<file path="config.mk">
export PLATFORM = sky130hd
export DESIGN_NAME = inst_axi_rd_bridge
export DESIGN_NICKNAME = d
export VERILOG_FILES = /design/src/rtl/inst_axi_rd_bridge.sv
export SDC_FILE = /design/constraint.sdc
export NUM_CORES = 1
export LEC_CHECK = 0
export CAP_MARGIN = 20
export CORE_MARGIN = 5
export CORE_UTILIZATION = 33
export CTS_CLUSTER_DIAMETER = 150
export DETAILED_ROUTE_END_ITERATION = 8
export PLACE_DENSITY = 0.89
export SETUP_SLACK_MARGIN = 0.02
export SYNTH_ARGS = -nofsm -noshare
export SYNTH_HDL_FRONTEND = slang
export SYNTH_SLANG_ARGS = --single-unit
</file>
<file path="constraint.sdc">
create_clock -name clk -period 2.35 [get_ports clk]
set_input_delay 0.5875 -clock clk [delete_from_list [all_inputs] [get_ports clk]]
set_output_delay 0.5875 -clock clk [all_outputs]
set_load 0.01 [all_outputs]
</file>
<file path="src/rtl/inst_axi_rd_bridge.sv">
// Read-only bridge from the fetch stage's SRAM-like port (req/addr_ok/data_ok) to AXI4 AR/R, in-order.
// Optional macro INST_BRIDGE_RRESP_CHK_EN: registered one-cycle bus_err pulse on SLVERR/DECERR responses.
module inst_axi_rd_bridge #(
   parameter int unsigned MAX_OUTSTANDING = 2,
   parameter logic [3:0]  ARID_VAL        = 4'd0,
   parameter int unsigned CNT_W           = 3
) (
   input  logic        clk,
   input  logic        resetn,
   // fetch-side SRAM-like port
   input  logic        inst_sram_req,
   input  logic        inst_sram_wr,
   input  logic [1:0]  inst_sram_size,
   input  logic [31:0] inst_sram_addr,
   output logic        inst_sram_addr_ok,
   output logic        inst_sram_data_ok,
   output logic [31:0] inst_sram_rdata,
   // AXI4 read address channel
   output logic [3:0]  arid,
   output logic [31:0] araddr,
   output logic [7:0]  arlen,
   output logic [2:0]  arsize,
   output logic [1:0]  arburst,
   output logic [1:0]  arlock,
   output logic [3:0]  arcache,
   output logic [2:0]  arprot,
   output logic        arvalid,
   input  logic        arready,
   // AXI4 read data channel
   input  logic [3:0]  rid,
   input  logic [31:0] rdata,
   input  logic [1:0]  rresp,
   input  logic        rlast,
   input  logic        rvalid,
   output logic        rready,
   output logic        bus_err
);

   logic [CNT_W-1:0] cnt_q, cnt_d;
   logic             arvalid_q, arvalid_d;
   logic [31:0]      araddr_q, araddr_d;
   logic [1:0]       arsize_q, arsize_d;

   logic slot_free;
   logic accept;
   logic complete;

   // The AR slot can take a new request in the same cycle its current one is handed off.
   assign slot_free = !arvalid_q || arready;

   // Gated by resetn so nothing is accepted while reset is asserted, even with cnt at 0.
   assign accept   = resetn && inst_sram_req && !inst_sram_wr && slot_free
                     && (cnt_q < CNT_W'(MAX_OUTSTANDING));
   assign rready   = resetn && (cnt_q != '0);
   assign complete = rvalid && rready && rlast;

   assign inst_sram_addr_ok = accept;
   assign inst_sram_data_ok = complete;
   assign inst_sram_rdata   = rdata;

   assign arid    = ARID_VAL;
   assign araddr  = araddr_q;
   assign arlen   = 8'd0;
   assign arsize  = {1'b0, arsize_q};
   assign arburst = 2'b01;
   assign arlock  = 2'b00;
   assign arcache = 4'd0;
   assign arprot  = 3'd0;
   assign arvalid = arvalid_q;

   always_comb begin
      // NOTE: every variable gets its hold value first so no path leaves it unassigned (no latch).
      cnt_d     = cnt_q;
      arvalid_d = arvalid_q;
      araddr_d  = araddr_q;
      arsize_d  = arsize_q;

      // Accept and complete together leave the count unchanged.
      case ({accept, complete})
         2'b10:   cnt_d = cnt_q + CNT_W'(1);
         2'b01:   cnt_d = cnt_q - CNT_W'(1);
         default: cnt_d = cnt_q;
      endcase

      if (accept) begin
         arvalid_d = 1'b1;
         araddr_d  = inst_sram_addr;
         arsize_d  = inst_sram_size;
      end else if (arvalid_q && arready) begin
         arvalid_d = 1'b0;
      end
   end

   always_ff @(posedge clk or negedge resetn) begin
      if (!resetn) begin
         cnt_q     <= '0;
         arvalid_q <= 1'b0;
         araddr_q  <= 32'd0;
         arsize_q  <= 2'd0;
      end else begin
         // NOTE: non-blocking so every register samples the pre-edge values of the others.
         cnt_q     <= cnt_d;
         arvalid_q <= arvalid_d;
         araddr_q  <= araddr_d;
         arsize_q  <= arsize_d;
      end
   end

`ifdef INST_BRIDGE_RRESP_CHK_EN
   logic bus_err_q;

   always_ff @(posedge clk or negedge resetn) begin
      if (!resetn) begin
         bus_err_q <= 1'b0;
      end else begin
         bus_err_q <= complete && rresp[1];
      end
   end

   assign bus_err = bus_err_q;
`else
   assign bus_err = 1'b0;
`endif

   // rid is not checked (single ID, in-order); rresp only matters with the error check enabled.
   logic unused_ok;
   assign unused_ok = ^{rid, rresp};

   a_cnt_bound: assert property (@(posedge clk) disable iff (!resetn)
      cnt_q <= CNT_W'(MAX_OUTSTANDING));

   a_cnt_no_underflow: assert property (@(posedge clk) disable iff (!resetn)
      complete |-> (cnt_q != '0));

   a_ar_stable: assert property (@(posedge clk) disable iff (!resetn)
      (arvalid_q && !arready) |=> (arvalid_q && $stable(araddr_q) && $stable(arsize_q)));

endmodule

</file>
==> metrics.cfg, run 1 <==
[global_routing]
grt_use_total=0.103
grt_max_degree=35
grt_pass1_vias=1174
globalRoute.totalOverflow=0
grt_first_pass_wirelength_mm=6.23
antenna_found_initial=0

[routing]
first_iter_violations=3
routedWlPerCell_um=14.9
firstDrtPassIters=2
post-route-drc-count=0
drt.antenna.violating_nets=0
routed_wl_mm=4.19
vias_per_cell=4.12
vias=1161

[power]
ir_drop_v=0.000635
power.leakage_nw=1.24
power.density_mw_per_mm2=1220

[synthesis]
syn_inst=151
synth_edf_count=0
syn_area_mm2=0.00209
ys_warn_count=0
avgSynthCellArea_um2=13.8
synth_ff_type=dfrtp_1
ys_async_sr_fraction=1.00
ys_types=20
ys_ff_latch=38
ys_seq_area_frac=0.455

[setup_path]
required_ns=1.76
path_max_fanout=2
worst_setup_path_start_kind=primary input
cp.arrival_ns=1.68
critPathCaptureType=output port
setup.worst_path.class=primary input to output port

[cts]
cts-root-buf=clkbuf_8
cts_hold_buf=0
cts-htree-levels=2
clk_pin_slew_worst_paths_ns=0.07
numCtsBuffers=5
post_cts_buffers=0
clk_latency_ns=0.28
clockBufferDepth=2
cts_tree=yes
clock_sinks=38

[finish]
fin_nets=285
num_antenna_cells=0
layout-drive-gt1-share=0.254
final_cells=282
design_area_mm2=0.00274
area.growth.synth_to_final_pct=31.4
fillers=558

[sta]
skew_ns=0.00387
rsz0062_at_grt=no
setup_viol=0
worst_pin_slew_ns=0.603
max_slew_margin=0.598
fin_crit_ns=2.27
max_freq_ghz=0.441
finalHoldViolCount=0
finalCritPeriodShare=0.965
maxSlewViolCount=0

[floorplan]
fp.dieArea_mm2=0.00802
die_h_um=89.6
ios=174
start_util=0.335
chipWidth_um=89.6
fp-row-count=29
core_mm2=0.00624

[placement]
placed_area_mm2=0.00260
gp_congestion=0.685
dp_hpwl_mm=3.30
port_buffers=78
dpl.cell_count=274

[run]
max_cap_violations=0

[status]
outcome=completed

[hold_path]
hp-class=primary input to asynchronous set/reset pin

power breakdown:
| part | internal [W] | switching (W) |
|---|---|---|
| sequential | 0.000983 | 0.000198 |
| clock | 0.000453 | 0.000225 |
| combinational | 0.000995 | 0.000482 |
repair_timing:
item	4_1_cts	5_1_grt
endpoints found under the hold margin	0	0
pin swaps	2	1
resized for setup	3	1
cloned	0	0
endpoints found under the setup margin	2	1
cells in the mapped netlist (2+ instances only):
cell type / count / area share
dfrtp_1: 38 / 0.46
xor2_1: 2 / 0.0084
mux2_4: 29 / 0.21
mux2_2: 5 / 0.027
buf_4: 57 / 0.20
buf_12: 3 / 0.029
conb_1: 2 / 0.0036
inv_1: 3 / 0.0054
layer usage:
| metal | part of all wire | GRT usage | vias up |
|---|---|---|---|
| met1 | 0.38 | 0.118 | 573 |
| met4 | 0.010 | 0.0406 | 0 |
| li1 | - | - | 515 |
| met2 | 0.50 | 0.175 | 67 |
| met3 | 0.11 | 0.0387 | 6 |
| met5 | 0 | 0 | - |
state kept, by name, indices dropped and copies added (netlist names):
signal	count
araddr	32
arsize_q	2
arvalid	1
cnt_q	3
path summary, 6_finish.rpt:
kind | from | end | slack (ns) | cells after the start
setup / recovery | arready | inst_sram_addr_ok | 0.08 | 5
hold / removal | resetn | cnt_q[1] | 0.28 | 2
setup reg to reg | cnt_q[2] | araddr[2] | 0.43 | 5
hold reg to reg | araddr[17] | araddr[17] | 0.51 | 1
max in group asynchronous | resetn | araddr[2] | 1.60 | 2
min in group clk | araddr[17] | araddr[17] | 0.51 | 1
layout make-up:
type	instances	area (um^2)	share of cell area
clock inverter	2	60.1	0.0219
multi-input combinational	72	722	0.263
sequential	38	951	0.347
inverter	4	20.0	0.00730
clock buffer	6	82.6	0.0301
tap	77	96.3	0.0351
timing repair buffer	83	812	0.296
worst max-delay path: stages:
cell             delay (ns)
clkdlybuf4s50_1        0.45
nand2b_1               0.17
nand4_4                0.16
inv_6                  0.08
clkdlybuf4s15_1        0.24
placed cells by master, fill, tap and decap left out, types with 2 or more instances in the layout:
cell type and n:
clkdlybuf4s50_1 75, conb_1 25, mux2_2 5, buf_4 5
mux2_4 29, inv_1 3, xor2_1 2, clkbuf_8 6
dfrtp_1 38, bufinv_16 2
metrics by stage:
stage | total power, W | TNS [ns] | setup WS [ns] | hold WS, ns | util
finish | 0.00334 | 0 | 0.0816 | 0.276 | 0.440
global route | 0.00354 | 0 | 0.0272 | 0.278 | 0.440
detailed placement | 0.00269 | -4.56 | -0.235 | 0.495 | 0.416
CTS | 0.00339 | 0 | 0.0144 | 0.268 | 0.439
floorplan | 0.00196 | 0 | 0.318 | 0.292 | -
global placement | 0.00263 | -3.64 | -0.212 | 0.488 | 0.416
kinds of logic after synthesis:
logic type                 share of synthesized area
AOI/OAI and AO/OA                            0.00479
and+or+nand+nor                               0.0246
muxes                                          0.240
buffers and inverters                          0.243
adders and majority gates                     0.0156
xor gates and xnor gates                      0.0126
other                                        0.00360
DFF                                            0.455
(Power assumes the default switching activity.)
==> run 2: changes to the inputs <==
- SLEW_MARGIN: unset -> 20
==> results of run 2 <==
Same layout as run 1: the final DEF is identical, and so are final timing and power.
==> run 3: changes to the inputs <==
- CORE_UTILIZATION: 33 -> 35
- PLACE_DENSITY: 0.89 -> 0.93
- clock period: 2.35 -> 2.9 ns (I/O delays scaled with it)
==> run 3 against run 2 <==
  * Setup slack gained 0.19 ns
  * Total power shrank 25%
  * First-iteration DRC count grew to 7.0 times the previous value
  * Combinational power shrank 20%
==> metrics.cfg, run 3 (synthesis gave the netlist of run 1 again) <==
[global_routing]
grt_first_pass_wirelength_mm=6.09  ; -2.2%
grt_pass1_vias=1252  ; +6.6%
grt_max_degree=35  ; unchanged
antenna_found_initial=0  ; unchanged
globalRoute.totalOverflow=0  ; unchanged
grt_use_total=0.104  ; +0.000965

[setup_path]
cp.arrival_ns=1.90  ; +0.22 ns
r2r-end=araddr[3]
slowest_delay_ns=0.54  ; +0.09 ns
critPathCaptureType=output port
path_buf_inv=2  ; -1
crit_top_cell=clkdlybuf4s50_1
worstPathCellList=clkdlybuf4s50_1, and3_1, clkdlybuf4s50_1
cp_top_family=buffers and inverters
cp_slowest_cell=clkdlybuf4s50_1
worst_setup_path_start_kind=primary input
worstSetupPathDepth=3  ; -2
reg2reg_from=cnt_q[2]
r2r_slack_ns=0.96  ; +0.53 ns
path_max_fanout=2  ; unchanged
required_ns=2.17  ; +0.41 ns
setup.worst_path.class=primary input to output port
reg2reg_depth=5  ; unchanged

[hold_path]
hp-class=primary input to asynchronous set/reset pin

[floorplan]
core_mm2=0.00585  ; -6.3%
fp-row-count=28  ; -3.4%
start_util=0.357  ; +0.0223
ios=174  ; unchanged
die_h_um=87.2  ; -2.6%
fp.dieArea_mm2=0.00761  ; -5.1%
chipWidth_um=87.2  ; -2.6%

[sta]
maxSlewViolCount=0  ; unchanged
max_freq_ghz=0.381
setup_viol=0  ; unchanged
skew_ns=0.00186  ; -0.00201 ns
tns_ns=0  ; unchanged
setup_ws_ns=0.273  ; +0.191 ns
finalCritPeriodShare=0.906
worst_pin_slew_ns=0.607  ; +0.00427 ns
fin_crit_ns=2.63
rsz0062_at_grt=no
finalHoldViolCount=0  ; unchanged
max_slew_margin=0.595  ; -0.00285

[run]
max_cap_violations=0  ; unchanged

[power]
ir_drop_v=0.000418  ; -34%
p_seq_frac=0.378  ; +0.024
power.leakage_nw=1.22  ; -1.9%
power.density_mw_per_mm2=940  ; -23%
switching_power_w=0.000726  ; -20%
p_int_w=0.00179  ; -26%
switching_share=0.289  ; +0.0171
comb_power_share=0.472  ; +0.029
clkPwrFrac=0.150  ; -0.053

[cts]
cts-root-buf=clkbuf_8
clockBufferDepth=2  ; unchanged
cts-htree-levels=2  ; unchanged
clk_latency_ns=0.28  ; about the same
post_cts_buffers=0  ; unchanged
numCtsBuffers=5  ; unchanged
clk_pin_slew_worst_paths_ns=0.08  ; about the same
cts_tree=yes
clock_sinks=38  ; unchanged

[finish]
area.growth.synth_to_final_pct=28.2
fin_nets=283  ; -0.70%
final_common_cell=clkdlybuf4s50_1
largest_reg_flops=32  ; unchanged
num_antenna_cells=0  ; unchanged
final_cell_mix=clkdlybuf4s50_1 (76), dfrtp_1 (38), mux2_4 (29)
layout-drive-gt1-share=0.246  ; -0.00735

[placement]
dp_worst_setup_slack_ns=0.0367  ; +0.271 ns
dp_hpwl_mm=2.99  ; -9.5%
port_buffers=78  ; unchanged
gp_congestion=0.719  ; +5.1%

[routing]
vias=1161  ; unchanged
post-route-drc-count=0  ; unchanged
vias_per_cell=4.18  ; +1.4%
first_iter_violations=21  ; +18
routedWlPerCell_um=14.4  ; -3.4%
routed_wl_mm=4.00  ; -4.7%
drt.antenna.violating_nets=0  ; unchanged
firstDrtPassIters=2  ; unchanged

[status]
outcome=completed

run 3: routing by layer:
| layer | part of all wire | wire length (um) | GRT usage |
|---|---|---|---|
| met5 | 0 | 0 | 0 |
| met4 | 0.0075 | 30 | 0.0474 |
| met3 | 0.11 | 457 | 0.0341 |
| met2 | 0.46 | 1840 | 0.168 |
| met1 | 0.42 | 1660 | 0.126 |
run 3: stage by stage:
stage | power (W) | instance area (um^2) | instances | utilization | hold slack, ns
after floorplan | 0.00159 | 2170 | 174 | - | 0.429
after global placement | 0.00212 | 2580 | 270 | 0.441 | 0.490
after detailed placement | 0.00216 | 2580 | 270 | 0.441 | 0.492
after CTS | 0.00256 | 2670 | 278 | 0.457 | 0.440
after global routing | 0.00268 | 2680 | 278 | 0.457 | 0.450
final | 0.00252 | 2680 | 278 | 0.457 | 0.440
run 3: how the worst max path moves through the flow:
| stage | endpoint | start | slack, ns |
|---|---|---|---|
| 6_report | inst_sram_data_ok | rvalid | 0.27 |
| 2_1_floorplan | cnt_q[2] | resetn | 0.73 |
| 3_3_place_gp | inst_sram_addr_ok | inst_sram_wr | 0.06 |
| 5_1_grt | inst_sram_data_ok | rvalid | 0.24 |
| 4_1_cts | inst_sram_addr_ok | arready | 0.04 |
| 3_5_place_dp | inst_sram_addr_ok | arready | 0.04 |
run 3: area by class of cell:
type                            count  area (um^2)
Inverter                            4         20.0
Timing Repair Buffer               81          801
Multi-Input combinational cell     72          716
Clock inverter                      2         12.5
Tap cell                           75         93.8
Sequential cell                    38          951
Clock buffer                        6         82.6
Fill cell                         517         3170
run 3: repair_timing:
item                       4_1_cts  5_1_grt
setup endpoints to repair        0        1
hold buffers                     0        0
gates resized for setup          0        1
run 3: power groups by stage:
stage	clock network, W	logic (W)	registers [W]
after global routing	0.000415	0.00127	0.000990
after global placement	0	0.00117	0.000945
after detailed placement	0	0.00120	0.000959
after floorplan	0	0.000526	0.00106
after CTS	0.000396	0.00121	0.000955
final	0.000378	0.00119	0.000952
